`src/rtl/can_frame_decoder.sv`:
```
// CAN standard data frame decoder: latches a 108-bit frame, recomputes CRC-15 serially,
// checks fixed-form bits and presents the result on a valid/ready handshake.
// Optional acceptance filter enabled by defining CAN_DEC_ACCEPT_FILTER_EN.
module can_frame_decoder #(
   parameter int unsigned FRAME_BITS  = 108,
   parameter logic [14:0] CRC_POLY    = 15'h4599,
   parameter logic [10:0] FILTER_CODE = 11'h000,
   parameter logic [10:0] FILTER_MASK = 11'h000
) (
   input  logic                  i_Clock,
   input  logic                  i_Rst_n,
   input  logic                  i_Rx_DV,
   input  logic [0:FRAME_BITS-1] i_Rx_Frame,
   input  logic                  i_Frame_Ready,
   output logic                  o_Frame_Valid,
   output logic [10:0]           o_Id,
   output logic                  o_Rtr,
   output logic [3:0]            o_Dlc,
   output logic [63:0]           o_Data,
   output logic                  o_Crc_Err,
   output logic                  o_Form_Err,
   output logic                  o_Busy,
   output logic                  o_Overrun
);

   localparam logic [6:0] LastCrcBit = 7'd82;

   typedef enum logic [1:0] {StIdle, StCrcRun, StCheck, StOut} state_e;

   state_e                state_q, state_d;
   logic [0:FRAME_BITS-1] frame_q, frame_d;
   logic [14:0]           crc_q, crc_d;
   logic [6:0]            idx_q, idx_d;
   logic                  valid_q, valid_d;
   logic [10:0]           id_q, id_d;
   logic                  rtr_q, rtr_d;
   logic [3:0]            dlc_q, dlc_d;
   logic [63:0]           data_q, data_d;
   logic                  crc_err_q, crc_err_d;
   logic                  form_err_q, form_err_d;
   logic                  overrun_q, overrun_d;

   logic                  crc_fb;
   logic                  form_viol;
   logic                  accept;

   // r0 and the ACK slot are not checked
   logic unused_fields;
   assign unused_fields = ^{frame_q[14], frame_q[99]};

   assign form_viol = frame_q[0] | frame_q[13] | ~frame_q[98] | ~frame_q[100]
                    | ~(&frame_q[101:107]) | (frame_q[15:18] > 4'd8);

`ifdef CAN_DEC_ACCEPT_FILTER_EN
   assign accept = ~(|((frame_q[1:11] ^ FILTER_CODE) & FILTER_MASK));
`else
   logic unused_filter;
   assign unused_filter = ^{FILTER_CODE, FILTER_MASK};
   assign accept        = 1'b1;
`endif

   always_comb begin
      state_d    = state_q;
      frame_d    = frame_q;
      crc_d      = crc_q;
      idx_d      = idx_q;
      valid_d    = valid_q;
      id_d       = id_q;
      rtr_d      = rtr_q;
      dlc_d      = dlc_q;
      data_d     = data_q;
      crc_err_d  = crc_err_q;
      form_err_d = form_err_q;
      crc_fb     = 1'b0;
      // Any strobe outside IDLE is dropped, including on the handshake clock
      overrun_d  = i_Rx_DV && (state_q != StIdle);

      unique case (state_q)
         StIdle: begin
            if (i_Rx_DV) begin
               frame_d = i_Rx_Frame;
               crc_d   = '0;
               idx_d   = '0;
               state_d = StCrcRun;
            end
         end
         StCrcRun: begin
            crc_fb = frame_q[idx_q] ^ crc_q[14];
            crc_d  = {crc_q[13:0], 1'b0} ^ (crc_fb ? CRC_POLY : 15'd0);
            idx_d  = idx_q + 7'd1;
            if (idx_q == LastCrcBit) begin
               state_d = StCheck;
            end
         end
         StCheck: begin
            if (accept) begin
               id_d       = frame_q[1:11];
               rtr_d      = frame_q[12];
               dlc_d      = frame_q[15:18];
               data_d     = frame_q[19:82];
               crc_err_d  = (crc_q != frame_q[83:97]);
               form_err_d = form_viol;
               valid_d    = 1'b1;
               state_d    = StOut;
            end else begin
               state_d = StIdle;
            end
         end
         StOut: begin
            if (i_Frame_Ready) begin
               valid_d    = 1'b0;
               crc_err_d  = 1'b0;
               form_err_d = 1'b0;
               state_d    = StIdle;
            end
         end
         default: state_d = StIdle;
      endcase
   end

   always_ff @(posedge i_Clock or negedge i_Rst_n) begin
      if (!i_Rst_n) begin
         state_q    <= StIdle;
         frame_q    <= '0;
         crc_q      <= '0;
         idx_q      <= '0;
         valid_q    <= 1'b0;
         id_q       <= '0;
         rtr_q      <= 1'b0;
         dlc_q      <= '0;
         data_q     <= '0;
         crc_err_q  <= 1'b0;
         form_err_q <= 1'b0;
         overrun_q  <= 1'b0;
      end else begin
         state_q    <= state_d;
         frame_q    <= frame_d;
         crc_q      <= crc_d;
         idx_q      <= idx_d;
         valid_q    <= valid_d;
         id_q       <= id_d;
         rtr_q      <= rtr_d;
         dlc_q      <= dlc_d;
         data_q     <= data_d;
         crc_err_q  <= crc_err_d;
         form_err_q <= form_err_d;
         overrun_q  <= overrun_d;
      end
   end

   assign o_Frame_Valid = valid_q;
   assign o_Id          = id_q;
   assign o_Rtr         = rtr_q;
   assign o_Dlc         = dlc_q;
   assign o_Data        = data_q;
   assign o_Crc_Err     = crc_err_q;
   assign o_Form_Err    = form_err_q;
   assign o_Busy        = (state_q != StIdle);
   assign o_Overrun     = overrun_q;

endmodule

```
`config.mk`:
```
export PLATFORM = sky130hd
export DESIGN_NAME = can_frame_decoder
export DESIGN_NICKNAME = d
export VERILOG_FILES = /design/src/rtl/can_frame_decoder.sv
export SDC_FILE = /design/constraint.sdc
export NUM_CORES = 1
export LEC_CHECK = 0
export CORE_MARGIN = 8
export CORE_UTILIZATION = 55
export CTS_CLUSTER_SIZE = 14
export DETAILED_ROUTE_END_ITERATION = 8
export GPL_ROUTABILITY_DRIVEN = 0
export PLACE_DENSITY = 0.93
export SLEW_MARGIN = 0
export SYNTH_ARGS = -nofsm -noshare
export SYNTH_HDL_FRONTEND = slang
export SYNTH_SLANG_ARGS = --single-unit
```
`constraint.sdc`:
```
create_clock -name i_Clock -period 7.51 [get_ports i_Clock]
set_clock_uncertainty 0.2 [all_clocks]
set_input_delay 0.751 -clock i_Clock [delete_from_list [all_inputs] [get_ports i_Clock]]
set_output_delay 0.751 -clock i_Clock [all_outputs]
set_load 0.02 [all_outputs]
```
==> impl_metrics.py <==
metrics = {
    "route": {
        "iteration_0_drc_markers": 284,
        "route.detailed.wl_per_inst_um": 23.1,
        "ant_nets": 0,
        "total_wire_length_after_detailed_routing_um": 24200,
        "drc_errors": 0,
        "post_drt_via_cell_ratio": 5.76,
        "detail_route.first_pass.iterations": 4,
        "detailroute.via_count": 6030,
    },
    "yosys": {
        "synth_top_family_by_area": "multiplexers",
        "synthFlopType": "dfrtp_1",
        "synthXorXnorAreaFrac": 0.0280,
        "yosysTopAreaCell": "dfrtp_1",
        "synthAdderAreaFrac": 0.00799,
        "postSynth.asyncResetShare": 1.00,
        "ys_seq_area_frac": 0.575,
        "number_of_synthesized_register_bits": 216,
        "synth-compound-area-share": 0.0328,
        "synthSimpleGateAreaFrac": 0.0278,
        "syn-mean-instance-area_um2": 15.1,
        "syn_inst": 624,
        "synth_top_cells_by_area": "dfrtp_1 58%, mux2_2 16%, mux2_1 6.8%",
        "synth.mux.area_fraction": 0.306,
        "synth_fp_nets": 742,
        "synth.lib_cells_used.distinct": 43,
        "yosysWarnings": 0,
        "synth.cell_area_mm2": 0.00940,
        "synth_top_cell_area_share": 0.575,
        "synth_edf_count": 0,
    },
    "final_layout": {
        "insertedDiodeCount": 0,
        "design.final.nets": 930,
        "drive_above_1_share": 0.247,
        "syn_to_final_growth_pct": 30.4,
        "fin_cells": 1047,
    },
    "timing": {
        "timing_max_transition_violations_final": 0,
        "number_of_setup_violations_in_the_final_report": 0,
        "finalWorstPathRequiredPeriod_ns": 3.40,
        "setup-tns-final_ns": 0,
        "fmax_mhz": 294,
        "worst-slew-pin-transition_ns": 1.10,
        "hold_viol": 0,
        "layout_worst_path_cycle_share": 0.452,
        "unrepaired_setup_endpoints_after_global_routing": "no",
        "timing.slew.headroom": 0.265,
    },
    "grt": {
        "grt_max_degree": 129,
        "first_global_vias": 6956,
        "grt_pass1_wl_um": 38700,
        "global_route_total_overflow": 0,
        "overall_global_routing_resource_usage": 0.225,
        "grt_antenna_before_repair": 0,
    },
    "clocking": {
        "cts_made_buffers": 23,
        "clock_insertion_delay_worst_skew_ns": 0.50,
        "cts.repair.resized": 0,
        "clk_root_buffer_cell": "clkbuf_16",
        "count_of_buffers_added_by_post_cts_timing_repair_for_setup": 0,
        "cts_hold_repair.buffers": 0,
        "cts.htree.levels": 1,
        "clockBufferDepth": 3,
        "tritoncts": "built",
        "cts.clk_slew.worst_paths_ns": 0.06,
        "cts_num_sinks": 216,
    },
    "pwr": {
        "net-switching-power_w": 0.00210,
        "power.density_cell_area_mw_per_mm2": 483,
        "leakagePower_nw": 5.09,
        "fraction_of_power_consumed_by_sequential_logic": 0.388,
        "power_frac_comb": 0.427,
        "power_report.internal_total_w": 0.00382,
        "worst_ir_drop_vdd_mv": 0.308,
        "clock_power_share": 0.185,
        "finalPower_w": 0.00592,
        "netSwitchingFraction": 0.355,
    },
    "hold_path": {
        "hold_path.class": "in -> async",
    },
    "placement": {
        "count_of_buffers_from_port_buffering": 196,
        "place.detailed.instances": 1007,
        "total_half_perimeter_wirelength_after_legalization_and_detailed_placement_um": 16300,
    },
    "floorplanning": {
        "placementRows": 47,
        "die_h_um": 147,
        "fp.coreArea_mm2": 0.0166,
        "die_area_mm2": 0.0215,
        "top_level_port_count": 197,
        "initial_core_util": 0.565,
        "fp.dieW_um": 147,
    },
    "setup_path": {
        "criticalPathCategory": "reg -> reg",
        "regToRegSetupSlack_ns": 4.11,
        "worstPathCellList": "mux4_1, mux4_2, nor2_1, a311oi_1, a31o_2, mux2i_4, xor2_1, o21ai_1",
        "critical_path.top_delay_family": "multiplexers",
        "slowest_delay_ns": 0.91,
        "critical_path_required_ns": 7.68,
        "critical_path.startpoint_type": "flop",
        "critical-path-slowest-cell": "dfrtp_2",
        "worst-path-buf-inv": 0,
        "critical_path_peak_fanout": 27,
        "arrival_time_reported_for_the_critical_path_endpoint_ns": 3.57,
        "crit_path_end_kind": "flop",
    },
    "job": {
        "maxCapViolCount": 0,
    },
    "outcome": {
        "result_of_the_run": "finished clean",
    },
}
sequential cells by signal, indices dropped and copies added, names as in the netlist:
name	flops
o_Id	11
o_Crc_Err	1
o_Form_Err	1
crc_q	15
idx_q	7
state_q	2
o_Frame_Valid	1
o_Dlc	4
o_Data	64
o_Rtr	1
frame_q	108
o_Overrun	1
final timing paths:
kind / startpoint / to / cells past startpoint
min in group i_Clock: o_Id[2] / o_Id[2] / 1
worst max register to register: idx_q[0] / crc_q[0] / 8
worst max-delay path: idx_q[0] / crc_q[0] / 8
max in group asynchronous: i_Rst_n / idx_q[1] / 2
worst min register to register: o_Id[2] / o_Id[2] / 1
worst min-delay path: i_Rst_n / o_Data[34] / 1
metal layers:
layer	vias up	track usage	routed length, um
li1	2649	-	-
met1	3125	0.277	9520
met2	214	0.386	12400
met3	42	0.0519	1620
met4	0	0.0701	663
met5	-	0	0
stage by stage:
| stage | utilization | cell area (um^2) | hold slack (ns) | setup WS, ns |
|---|---|---|---|---|
| detailed placement | 0.692 | 11500 | 0.294 | 4.09 |
| finish | 0.736 | 12300 | 0.199 | 4.11 |
| global placement | 0.692 | 11500 | 0.283 | 4.15 |
| floorplan | - | 9400 | 0.255 | 4.75 |
| CTS | 0.736 | 12300 | 0.258 | 4.09 |
| global route | 0.736 | 12300 | 0.296 | 3.98 |
cells in the mapped netlist, drive strengths merged, types with 2 or more instances:
cell and count:
nor4 4, nor3 2, mux2i 9, o311ai 2
and2 2, a22o 12, xor2 15, nor2 8
nor2b 2, dfrtp 216, a21oi 3, nand3 8
buf 13, xnor2 15, nand2 22, ha 6
o21ai 16, mux2 190, nand4b 2, clkbuf 24
nand4 3, mux4 28, inv 9
power groups by stage:
stage               clock (W)  combinational (W)  sequential (W)
floorplan                   0            0.00145         0.00234
global placement            0            0.00242         0.00225
detailed placement          0            0.00251         0.00230
CTS                   0.00111            0.00256         0.00230
global route          0.00116            0.00269         0.00237
finish                0.00110            0.00253         0.00230
area by class of cell:
type / instances / area (um^2)
fill: 1011 / 4390
tap: 220 / 275
timing repair buffer: 200 / 2000
clock buffer: 37 / 688
inverter: 9 / 33.8
clock inverter: 3 / 45.0
multi-input combinational: 362 / 3810
sequential: 216 / 5410
cells in the final DEF (no fill, tap or decap), drive strengths merged, types with 3 or more instances in the layout:
cell           count
a21oi              3
a22o              12
buf                4
clkbuf            38
clkdlybuf4s50    195
dfrtp            216
ha                 6
inv                9
mux2             190
mux2i              9
mux4              28
nand2             22
nand3              8
nand4              3
nor2               8
nor4               4
o21ai             16
xnor2             15
xor2              15
cells by family (layout without fill, tap and decap cells):
| kind of cell | after synthesis | count (layout) |
|---|---|---|
| buffers and inverters | 46 | 249 |
| AOI/OAI and AO/OA | 44 | 44 |
| muxes | 227 | 227 |
| and+or+nand+nor | 55 | 55 |
| xor gates and xnor gates | 30 | 30 |
| adders and majority gates | 6 | 6 |
| DFF | 216 | 216 |
(Power assumes the default switching activity.)
